===== config.mk =====
export PLATFORM = sky130hd
export DESIGN_NAME = fusion_frame_scheduler
export DESIGN_NICKNAME = d
export VERILOG_FILES = /design/src/rtl/fusion_frame_scheduler.sv
export SDC_FILE = /design/constraint.sdc
export NUM_CORES = 1
export LEC_CHECK = 0
export CELL_PAD_IN_SITES_DETAIL_PLACEMENT = 2
export CELL_PAD_IN_SITES_GLOBAL_PLACEMENT = 2
export CORE_MARGIN = 10
export CORE_UTILIZATION = 43
export CTS_CLUSTER_SIZE = 14
export DETAILED_ROUTE_END_ITERATION = 12
export PLACE_DENSITY = 0.85
export SETUP_SLACK_MARGIN = 0.5
export SLEW_MARGIN = 20
export SYNTH_ARGS = -nofsm -noshare
export SYNTH_HDL_FRONTEND = slang
export SYNTH_SLANG_ARGS = --single-unit

===== constraint.sdc =====
create_clock -name clk -period 6.75 [get_ports clk]
set_input_delay 1.35 -clock clk [delete_from_list [all_inputs] [get_ports clk]]
set_output_delay 1.35 -clock clk [all_outputs]
set_load 0.02 [all_outputs]

===== src/rtl/fusion_frame_scheduler.sv =====
// fusion_frame_scheduler
// Collects one raw vector per sensor, launches a frame into the fixed-latency
// fusion pipeline, tracks it to the result cycle and queues per-frame metadata
// for the consumer. Credits (frames in flight + queued entries) bound the
// result buffer so a result write is never refused.
// Optional feature macro: FUSION_SCHED_TIMEOUT_EN (partial-frame timeout with
// zero substitution of the missing sensors).
module fusion_frame_scheduler #(
    parameter int PIPE_LATENCY   = 4,
    parameter int OUT_DEPTH      = 4,
    parameter int ID_WIDTH       = 8,
    parameter int TIMEOUT_CYCLES = 64
) (
    input  logic                         clk,
    input  logic                         rst,
    input  logic [2:0]                   s_valid,
    output logic [2:0]                   s_ready,
    output logic [2:0]                   s_capture,
    output logic                         core_launch,
    output logic [2:0]                   core_zero_mask,
    input  logic [3:0]                   core_error,
    output logic                         res_wr_en,
    output logic [$clog2(OUT_DEPTH)-1:0] res_wr_ptr,
    output logic [$clog2(OUT_DEPTH)-1:0] res_rd_ptr,
    output logic                         out_valid,
    input  logic                         out_ready,
    output logic [ID_WIDTH-1:0]          out_frame_id,
    output logic [2:0]                   out_missing,
    output logic [3:0]                   out_error,
    output logic                         credit_stall
);

    localparam int AW = $clog2(OUT_DEPTH);
    localparam int CW = $clog2(OUT_DEPTH + 1);

    typedef enum logic [0:0] {
        ST_COLLECT = 1'b0,
        ST_LAUNCH  = 1'b1
    } state_t;

    state_t              r_state;
    state_t              w_state_next;
    logic [2:0]          r_have;
    logic [2:0]          w_s_ready;
    logic [2:0]          w_cap;
    logic [2:0]          w_have_acc;
    logic [2:0]          w_zero_mask;
    logic                w_timeout_hit;
    logic                w_launch;
    logic                w_stall;
    logic                w_credit_ok;
    logic                w_res;
    logic                w_out_valid;
    logic                w_pop;
    logic [ID_WIDTH-1:0] r_frame_id;
    logic [CW-1:0]       r_credits;

    // pipeline tracking shift register: one slot per cycle of latency
    logic                r_sr_vld  [PIPE_LATENCY];
    logic [ID_WIDTH-1:0] r_sr_id   [PIPE_LATENCY];
    logic [2:0]          r_sr_mask [PIPE_LATENCY];

    // metadata FIFO; slot index doubles as the result buffer slot
    logic [ID_WIDTH-1:0] r_mem_id   [OUT_DEPTH];
    logic [2:0]          r_mem_mask [OUT_DEPTH];
    logic [3:0]          r_mem_err  [OUT_DEPTH];
    logic [AW-1:0]       r_wptr;
    logic [AW-1:0]       r_rptr;
    logic [AW:0]         r_count;

    // sensors are only accepted while collecting, and never during reset
    assign w_s_ready   = (!rst && (r_state == ST_COLLECT)) ? ~r_have : 3'b000;
    assign w_cap       = s_valid & w_s_ready;
    assign w_have_acc  = r_have | w_cap;
    assign w_credit_ok = (r_credits < CW'(OUT_DEPTH));
    assign w_res       = !rst && r_sr_vld[PIPE_LATENCY-1];
    assign w_out_valid = !rst && (r_count != {(AW+1){1'b0}});
    assign w_pop       = w_out_valid && out_ready;

`ifdef FUSION_SCHED_TIMEOUT_EN
    localparam int TW = $clog2(TIMEOUT_CYCLES + 1);
    logic [TW-1:0] r_tcnt;

    assign w_timeout_hit = (w_have_acc != 3'b000) && (r_tcnt == TW'(TIMEOUT_CYCLES - 1));
    assign w_zero_mask   = ~r_have;

    // partial-frame age: runs from the first accept until the frame launches
    always_ff @(posedge clk) begin
        if (rst || w_launch) begin
            r_tcnt <= {TW{1'b0}};
        end else if ((r_state == ST_COLLECT) && (w_have_acc != 3'b000)) begin
            r_tcnt <= r_tcnt + TW'(1);
        end else begin
            r_tcnt <= r_tcnt;
        end
    end
`else
    assign w_timeout_hit = 1'b0;
    assign w_zero_mask   = 3'b000;
`endif

    // next-state and launch/stall decode
    always_comb begin
        w_state_next = r_state;
        w_launch     = 1'b0;
        w_stall      = 1'b0;
        if (rst) begin
            w_state_next = ST_COLLECT;
        end else begin
            case (r_state)
                ST_COLLECT: begin
                    if ((w_have_acc == 3'b111) || w_timeout_hit) begin
                        w_state_next = ST_LAUNCH;
                    end else begin
                        w_state_next = ST_COLLECT;
                    end
                end
                ST_LAUNCH: begin
                    if (w_credit_ok) begin
                        w_launch     = 1'b1;
                        w_state_next = ST_COLLECT;
                    end else begin
                        w_stall      = 1'b1;
                        w_state_next = ST_LAUNCH;
                    end
                end
                default: begin
                    w_state_next = ST_COLLECT;
                end
            endcase
        end
    end

    // state, sensor bookkeeping, frame ID and credit counter
    always_ff @(posedge clk) begin
        if (rst) begin
            r_state    <= ST_COLLECT;
            r_have     <= 3'b000;
            r_frame_id <= {ID_WIDTH{1'b0}};
            r_credits  <= {CW{1'b0}};
        end else begin
            r_state <= w_state_next;
            if (w_launch) begin
                r_have     <= 3'b000;
                r_frame_id <= r_frame_id + ID_WIDTH'(1);
            end else begin
                r_have     <= w_have_acc;
                r_frame_id <= r_frame_id;
            end
            case ({w_launch, w_pop})
                2'b10:   r_credits <= r_credits + CW'(1);
                2'b01:   r_credits <= r_credits - CW'(1);
                default: r_credits <= r_credits;
            endcase
        end
    end

    // carry launched frame tags alongside the fixed pipeline latency
    always_ff @(posedge clk) begin
        if (rst) begin
            for (int i = 0; i < PIPE_LATENCY; i++) begin
                r_sr_vld[i]  <= 1'b0;
                r_sr_id[i]   <= {ID_WIDTH{1'b0}};
                r_sr_mask[i] <= 3'b000;
            end
        end else begin
            r_sr_vld[0]  <= w_launch;
            r_sr_id[0]   <= r_frame_id;
            r_sr_mask[0] <= w_zero_mask;
            for (int i = 1; i < PIPE_LATENCY; i++) begin
                r_sr_vld[i]  <= r_sr_vld[i-1];
                r_sr_id[i]   <= r_sr_id[i-1];
                r_sr_mask[i] <= r_sr_mask[i-1];
            end
        end
    end

    // metadata FIFO pointers and occupancy; push and pop both honoured
    always_ff @(posedge clk) begin
        if (rst) begin
            r_wptr  <= {AW{1'b0}};
            r_rptr  <= {AW{1'b0}};
            r_count <= {(AW+1){1'b0}};
        end else begin
            r_wptr <= w_res ? (r_wptr + AW'(1)) : r_wptr;
            r_rptr <= w_pop ? (r_rptr + AW'(1)) : r_rptr;
            case ({w_res, w_pop})
                2'b10:   r_count <= r_count + (AW+1)'(1);
                2'b01:   r_count <= r_count - (AW+1)'(1);
                default: r_count <= r_count;
            endcase
        end
    end

    // metadata storage, written in the result cycle together with core_error
    always_ff @(posedge clk) begin
        if (w_res) begin
            r_mem_id[r_wptr]   <= r_sr_id[PIPE_LATENCY-1];
            r_mem_mask[r_wptr] <= r_sr_mask[PIPE_LATENCY-1];
            r_mem_err[r_wptr]  <= core_error;
        end else begin
            r_mem_id[r_wptr]   <= r_mem_id[r_wptr];
            r_mem_mask[r_wptr] <= r_mem_mask[r_wptr];
            r_mem_err[r_wptr]  <= r_mem_err[r_wptr];
        end
    end

    assign s_ready        = w_s_ready;
    assign s_capture      = w_cap;
    assign core_launch    = w_launch;
    assign core_zero_mask = w_launch ? w_zero_mask : 3'b000;
    assign credit_stall   = w_stall;
    assign res_wr_en      = w_res;
    assign res_wr_ptr     = rst ? {AW{1'b0}} : r_wptr;
    assign res_rd_ptr     = rst ? {AW{1'b0}} : r_rptr;
    assign out_valid      = w_out_valid;
    assign out_frame_id   = w_out_valid ? r_mem_id[r_rptr]   : {ID_WIDTH{1'b0}};
    assign out_missing    = w_out_valid ? r_mem_mask[r_rptr] : 3'b000;
    assign out_error      = w_out_valid ? r_mem_err[r_rptr]  : 4'h0;

endmodule


After elaboration in Yosys (flattened, before gate mapping)
Memories as Yosys holds them, arrays and structs flattened. A register that Yosys moved wholly into a read port is not among the register bits.
Cells that the tools add are included.
{ "word_totals": {"regBits": 22, "ramBits": 108, "inputBits": 10, "output_inout_bits": 32, "elab_cells": 99, "n_memories": 6} }
{ "classes": {"n_addsub": 7, "magnitude_cmp": 1, "eq_ne": 6, "n_mux": 43, "bitwise_logic": 19, "reduce_logical": 10} }
{ "mem_list": {"columns": ["name", "words", "width", "read_ports", "rd_clocked_by_memory_dff", "wr", "line_no", "text"], "rows": [
  ["r_mem_id", 4, 8, 1, 1, 1, "64", "logic [ID_WIDTH-1:0] r_mem_id [OUT_DEPTH];"],
  ["r_sr_id", 4, 8, 4, 0, 4, "60", "logic [ID_WIDTH-1:0] r_sr_id [PIPE_LATENCY];"],
  ["r_mem_err", 4, 4, 1, 1, 1, "66", "logic [3:0] r_mem_err [OUT_DEPTH];"],
  ["r_mem_mask", 4, 3, 1, 1, 1, "65", "logic [2:0] r_mem_mask [OUT_DEPTH];"],
  ["r_sr_mask", 4, 3, 4, 0, 4, "61", "logic [2:0] r_sr_mask [PIPE_LATENCY];"],
  ["r_sr_vld", 4, 1, 4, 0, 4, "59", "logic r_sr_vld [PIPE_LATENCY];"]
]} }
{ "op_table": {"columns": ["op", "n"], "rows": [
  ["$mux W8", 6],
  ["$mux W3", 7],
  ["$mux W1", 17],
  ["$mux W2", 8],
  ["$or A1 B1 Y1", 15],
  ["$pmux W3 S2", 2],
  ["$add A8 B1 Y8 const B", 1],
  ["$mux W4", 2],
  ["$add A3 B1 Y3 const B", 2],
  ["$sub A3 B1 Y3 const B", 2],
  ["$add A2 B1 Y2 const B", 2],
  ["$eq A2 B1 Y1 const B", 2],
  ["$eq A2 B2 Y1 const B", 2],
  ["$logic_and A1 B1 Y1", 4],
  ["$reduce_bool A2 Y1", 2],
  ["$and A3 B3 Y3", 1],
  ["$eq A3 B3 Y1 const B", 1],
  ["$lt A3 B3 Y1 const B", 1],
  ["$not A3 Y3", 1],
  ["$or A3 B3 Y3", 1],
  ["$reduce_bool A3 Y1", 1],
  ["$pmux W1 S2", 1],
  ["$reduce_and A2 Y1", 1],
  ["$reduce_or A2 Y1", 1],
  ["other kinds (3)", 3]
]} }

Longest topological paths before layout
{ "depth": {"word_depth": 8, "depth_mapped": 9, "mapped_depth_nobuf": 8} }

Worst setup path before layout
No wires, ideal clock.
{ "synth_timing": {"path_type": "in2out", "startpoint": "input port rst", "endpoint": "output port s_capture[0]", "t_arrival_ns": 2.338, "required_time_ns": 5.400, "slack_ns": 3.062, "stages": 4, "n_path_buf": 2, "cell_sequence": "buf_4 -> buf_4 -> nor3_2 -> and2_1"} }
{ "synth_between": {"elab_chain_cells": 4} }
{ "synth_lines": {"columns": ["item", "line_no", "text"], "rows": [
  ["start: declaration", "15", "input logic rst,"],
  ["$logic_not A1 Y1", "72", "assign w_s_ready = (!rst && (r_state == ST_COLLECT)) ? ~r_have : 3'b000;"],
  ["$logic_and A1 B1 Y1", "72", null],
  ["$mux W3", "72", null],
  ["via s_ready[0]", "17", "output logic [2:0] s_ready,"],
  ["$and A3 B3 Y3", "73", "assign w_cap = s_valid & w_s_ready;"],
  ["end: declaration", "18", "output logic [2:0] s_capture,"]
]} }
The timed path passes the listed nets, and every way through them passes these cells.

Worst setup path in the final report
{ "layout_timing": {"startpoint": "input port rst", "endpoint": "output port out_error[3]"} }
{ "layout_between": {"elab_chain_cells": 3} }
{ "layout_lines": {"columns": ["item", "line_no", "text"], "rows": [
  ["$logic_not A1 Y1", "77", "assign w_out_valid = !rst && (r_count != {(AW+1){1'b0}});"],
  ["$logic_and A1 B1 Y1", "77", null],
  ["$mux W4", "219", "assign out_error = w_out_valid ? r_mem_err[r_rptr] : 4'h0;"],
  ["end: declaration", "29", "output logic [3:0] out_error,"]
]} }
No other way between the ends.

==> key figures <==
Status
  – Status: completed

Drt
  – Vias: approximately 2.2k
  – Total Wirelength: between 8000 and 9000 microns
  – DR pass1 iterations: 4
  – Iter 0 DRT Violations: between 90 and 100
  – Detail Route Antenna Nets: 0
  – Drt drc: 0
  – DR vias/cell: between 4 and 5
  – WL per Instance: 18.6 microns

Clocking
  – Clock Sinks: 108
  – Clock root cell: clkbuf_8
  – Setup repair bufs after CTS: 0
  – Cts bufs inserted: 9
  – Hold-fix buffers, CTS: 0
  – Reg clk slew, reported paths: 0.09 ns
  – Cts repair resizes: 0
  – Worst-Skew Late Latency: between 0.3 and 0.4 ns
  – Htree depth: 3
  – TritonCTS clock tree: built
  – Clock buffer depth: 2

Timing
  – Fmax: about 0.23 GHz
  – Slew headroom: between 40% and 50%
  – # setup viols final: 0
  – Final Hold Viols: 0
  – Max Transition Viols Final: 0
  – Final worst slack: 2.38 ns
  – RSZ-0062 raised after global routing: false
  – Worst slew pin tran: about 0.84 ns
  – Fin crit share: roughly two thirds
  – Skew final: roughly 0.0076 ns
  – Final setup TNS: 0 ns
  – Tmin final: ~4.4 ns

Flow run
  – Maximum Capacitance Violations: 0

Setup path
  – Crit Path Class: in2out
  – Critical Path Sink Type: output pin
  – Crit path max fanout: 33
  – Reg2reg path depth: 8
  – R2r endpoint: r_credits[2]
  – Required time of the worst setup path: ~5.4 ns
  – CP Launch Type: primary input
  – Critical Path AT: just over 3 ns
  – Reg2reg start: r_state
  – Critical path destination: out_error[3]
  – Reg-to-reg setup timing slack: around 4.3 ns
  – Critical Path Source: rst

Synthesis
  – Post-synth EDFFs: 48
  – Top_reg_cell synth: dfxtp_1
  – Syn Inst Count: just under 300
  – FFs w/ async S/R, synth: 0%
  – Yosys reg bits: around 110
  – Synth top area cells: edfxtp_1, dfxtp_1, nor2b_1
  – Yosys top cell area share: 34.4%
  – Sequential share of the synthesized area: between 60% and 70%
  – Post-synthesis cell area: approximately 4200 sq um
  – Yosys warnings: 0
  – Post-Syn Area per Cell: roughly 14 sq um
  – Post-synth cell types: 43
  – Top cell type by total area after synthesis: edfxtp_1

Finish
  – Fraction of layout instances using a drive strength above 1: 16.4%
  – Area growth, synth to finish: 14.4%
  – FILL cells: a little under 900
  – Area taken by multi-input logic gates: ~1400 sq um
  – Ant. Diodes: 0
  – Layout Nets: around 340
  – Non-filler cells, final: 459
  – Register Area: about 2600 sq um

Place
  – Detail Placement HPWL: 6070 microns
  – PortBufs: 35
  – DP Worst Slack: between 2 and 2.5 ns
  – Routability cong.: approximately 0.66
  – Placed cells: between 400 and 500

Hold path
  – Worst hold-check path type: reg2reg

Power and ir drop
  – Power Dens Cells: ~240 nW/um^2
  – Max VDD drop: 88.1 uV
  – Leak pwr: 1.68 nW

Global routing
  – Largest net degree at the start of global routing: 36
  – Wire length of the first global-routing pass: between 10000 and 15000 microns
  – Initial antenna violation count: 0
  – Grt ovf: 0
  – GRT Resource Usage Total: 12.8%
  – Vias in the first global route: approximately 2.5k

Die
  – Vert. Die Dim: 119 microns
  – Initial Util: about 45%
  – FP Rows: 35
  – Total I/O pin count: 42
  – Core footprint: around 9400 sq um
  – Die Area: roughly 14000 sq um
  – Die width: between 100 and 150 microns
## stage by stage
step / hold slack (ns) / power [mW] / area (sq um) / util, %
2_1_floorplan: 0.414 / 0.730 / 4210 / -
4_1_cts: 0.455 / 1.14 / 4790 / 51.1
5_1_grt: 0.469 / 1.17 / 4790 / 51.1
6_report: 0.447 / 1.13 / 4790 / 51.1
3_3_place_gp: 0.418 / 0.743 / 4590 / 49.0
3_5_place_dp: 0.429 / 0.745 / 4590 / 49.0
## per-layer routing
metal / up-vias / wire, microns / global-route usage (%)
met4: 0 / 133 / 4.81
met2: 46 / 4380 / 21.7
met1: 1119 / 3670 / 14.9
li1: 1061 / - / -
met3: 10 / 376 / 3.66
met5: - / 0 / 0
## report_power, final
part           leakage (nW)  internal, mW  switching, mW
Sequential            0.970         0.682        0.00535
Combinational         0.610        0.0182         0.0234
Clock                 0.102         0.174          0.222
Total                  1.68         0.875          0.250
## layout by cell type (no fill, tap or decap), types with 3 or more instances in the layout
cell type / synthesis / final
a21oi_1: 6 / 6
nor3_2: 4 / 4
or3_1: 4 / 4
edfxtp_1: 48 / 48
ha_1: 7 / 7
nor2b_1: 39 / 39
inv_6: 0 / 3
inv_2: 3 / 3
nor2b_4: 11 / 11
mux4_2: 10 / 10
inv_1: 7 / 7
dfxtp_1: 60 / 60
clkbuf_8: 0 / 9
xnor2_1: 3 / 3
nand2_1: 6 / 6
xor2_1: 4 / 4
clkdlybuf4s50_1: 0 / 34
o21ai_0: 5 / 5
mux2_2: 5 / 5
nor2_1: 16 / 16
conb_1: 1 / 6
and2_1: 7 / 7
## cell families (layout without fill, tap and decap cells)
| group | after synthesis | after routing | share of synthesized area [%] |
|---|---|---|---|
| buffers and inverters | 28 | 62 | 3.97 |
| XOR/XNOR | 7 | 7 | 1.46 |
| other | 1 | 6 | 0.0896 |
| multiplexers | 19 | 19 | 8.46 |
| AND/OR/NAND/NOR | 100 | 100 | 17.0 |
| adder cells (fa/ha/maj) | 9 | 9 | 3.05 |
| flip-flops | 108 | 108 | 63.1 |
| AO/OA/AOI/OAI | 19 | 19 | 2.81 |
## final cells by class
cell class	count	share of cell area [%]
multi-input combinational	160	29.2
timing repair buffer	36	7.37
clock inverter	7	1.54
tap	129	3.37
clock buffer	9	2.59
inverter	10	0.784
sequential	108	55.2
## synth_stat cells (2+ instances only)
master    number
a21oi_1        6
and2_1         7
and3_1         2
buf_2          4
buf_4          9
buf_6          3
clkbuf_1       2
dfxtp_1       60
edfxtp_1      48
fa_1           2
ha_1           7
inv_1          7
inv_2          3
mux2_2         5
mux2i_1        2
mux4_1         2
mux4_2        10
nand2_1        6
nand3_1        2
nor2_1        16
nor2b_1       39
nor2b_4       11
nor3_2         4
o21ai_0        5
o21bai_1       2
o31ai_1        2
or3_1          4
xnor2_1        3
xor2_1         4
## registers in the layout (all words and copies together), names as in the netlist, 3 cells and up, named ones only
register,flops
r_mem_id,32
r_sr_id,32
r_mem_err,16
r_frame_id,8
r_sr_vld,4
r_count,3
r_credits,3
r_have,3
## critical path: stages
cell and delay (ns):
buf_2 0.52, or2_4 0.47, nor2b_1 0.10, clkdlybuf4s50_1 0.56
## worst min-delay path by stage
stage | slack (ns) | cells after the start | startpoint | to
after floorplan | 0.41 | 1 | r_sr_id[0][0] | r_sr_id[1][0]
after global placement | 0.42 | 1 | r_sr_id[1][6] | r_sr_id[2][6]
after detailed placement | 0.43 | 1 | r_sr_id[2][3] | r_sr_id[3][3]
after CTS | 0.45 | 1 | r_sr_id[0][5] | r_sr_id[1][5]
after global routing | 0.47 | 1 | r_sr_vld[0][0] | r_sr_vld[0][1]
final | 0.45 | 1 | r_sr_id[0][5] | r_sr_id[1][5]
No activity file was read; power rests on OpenSTA's default activity.
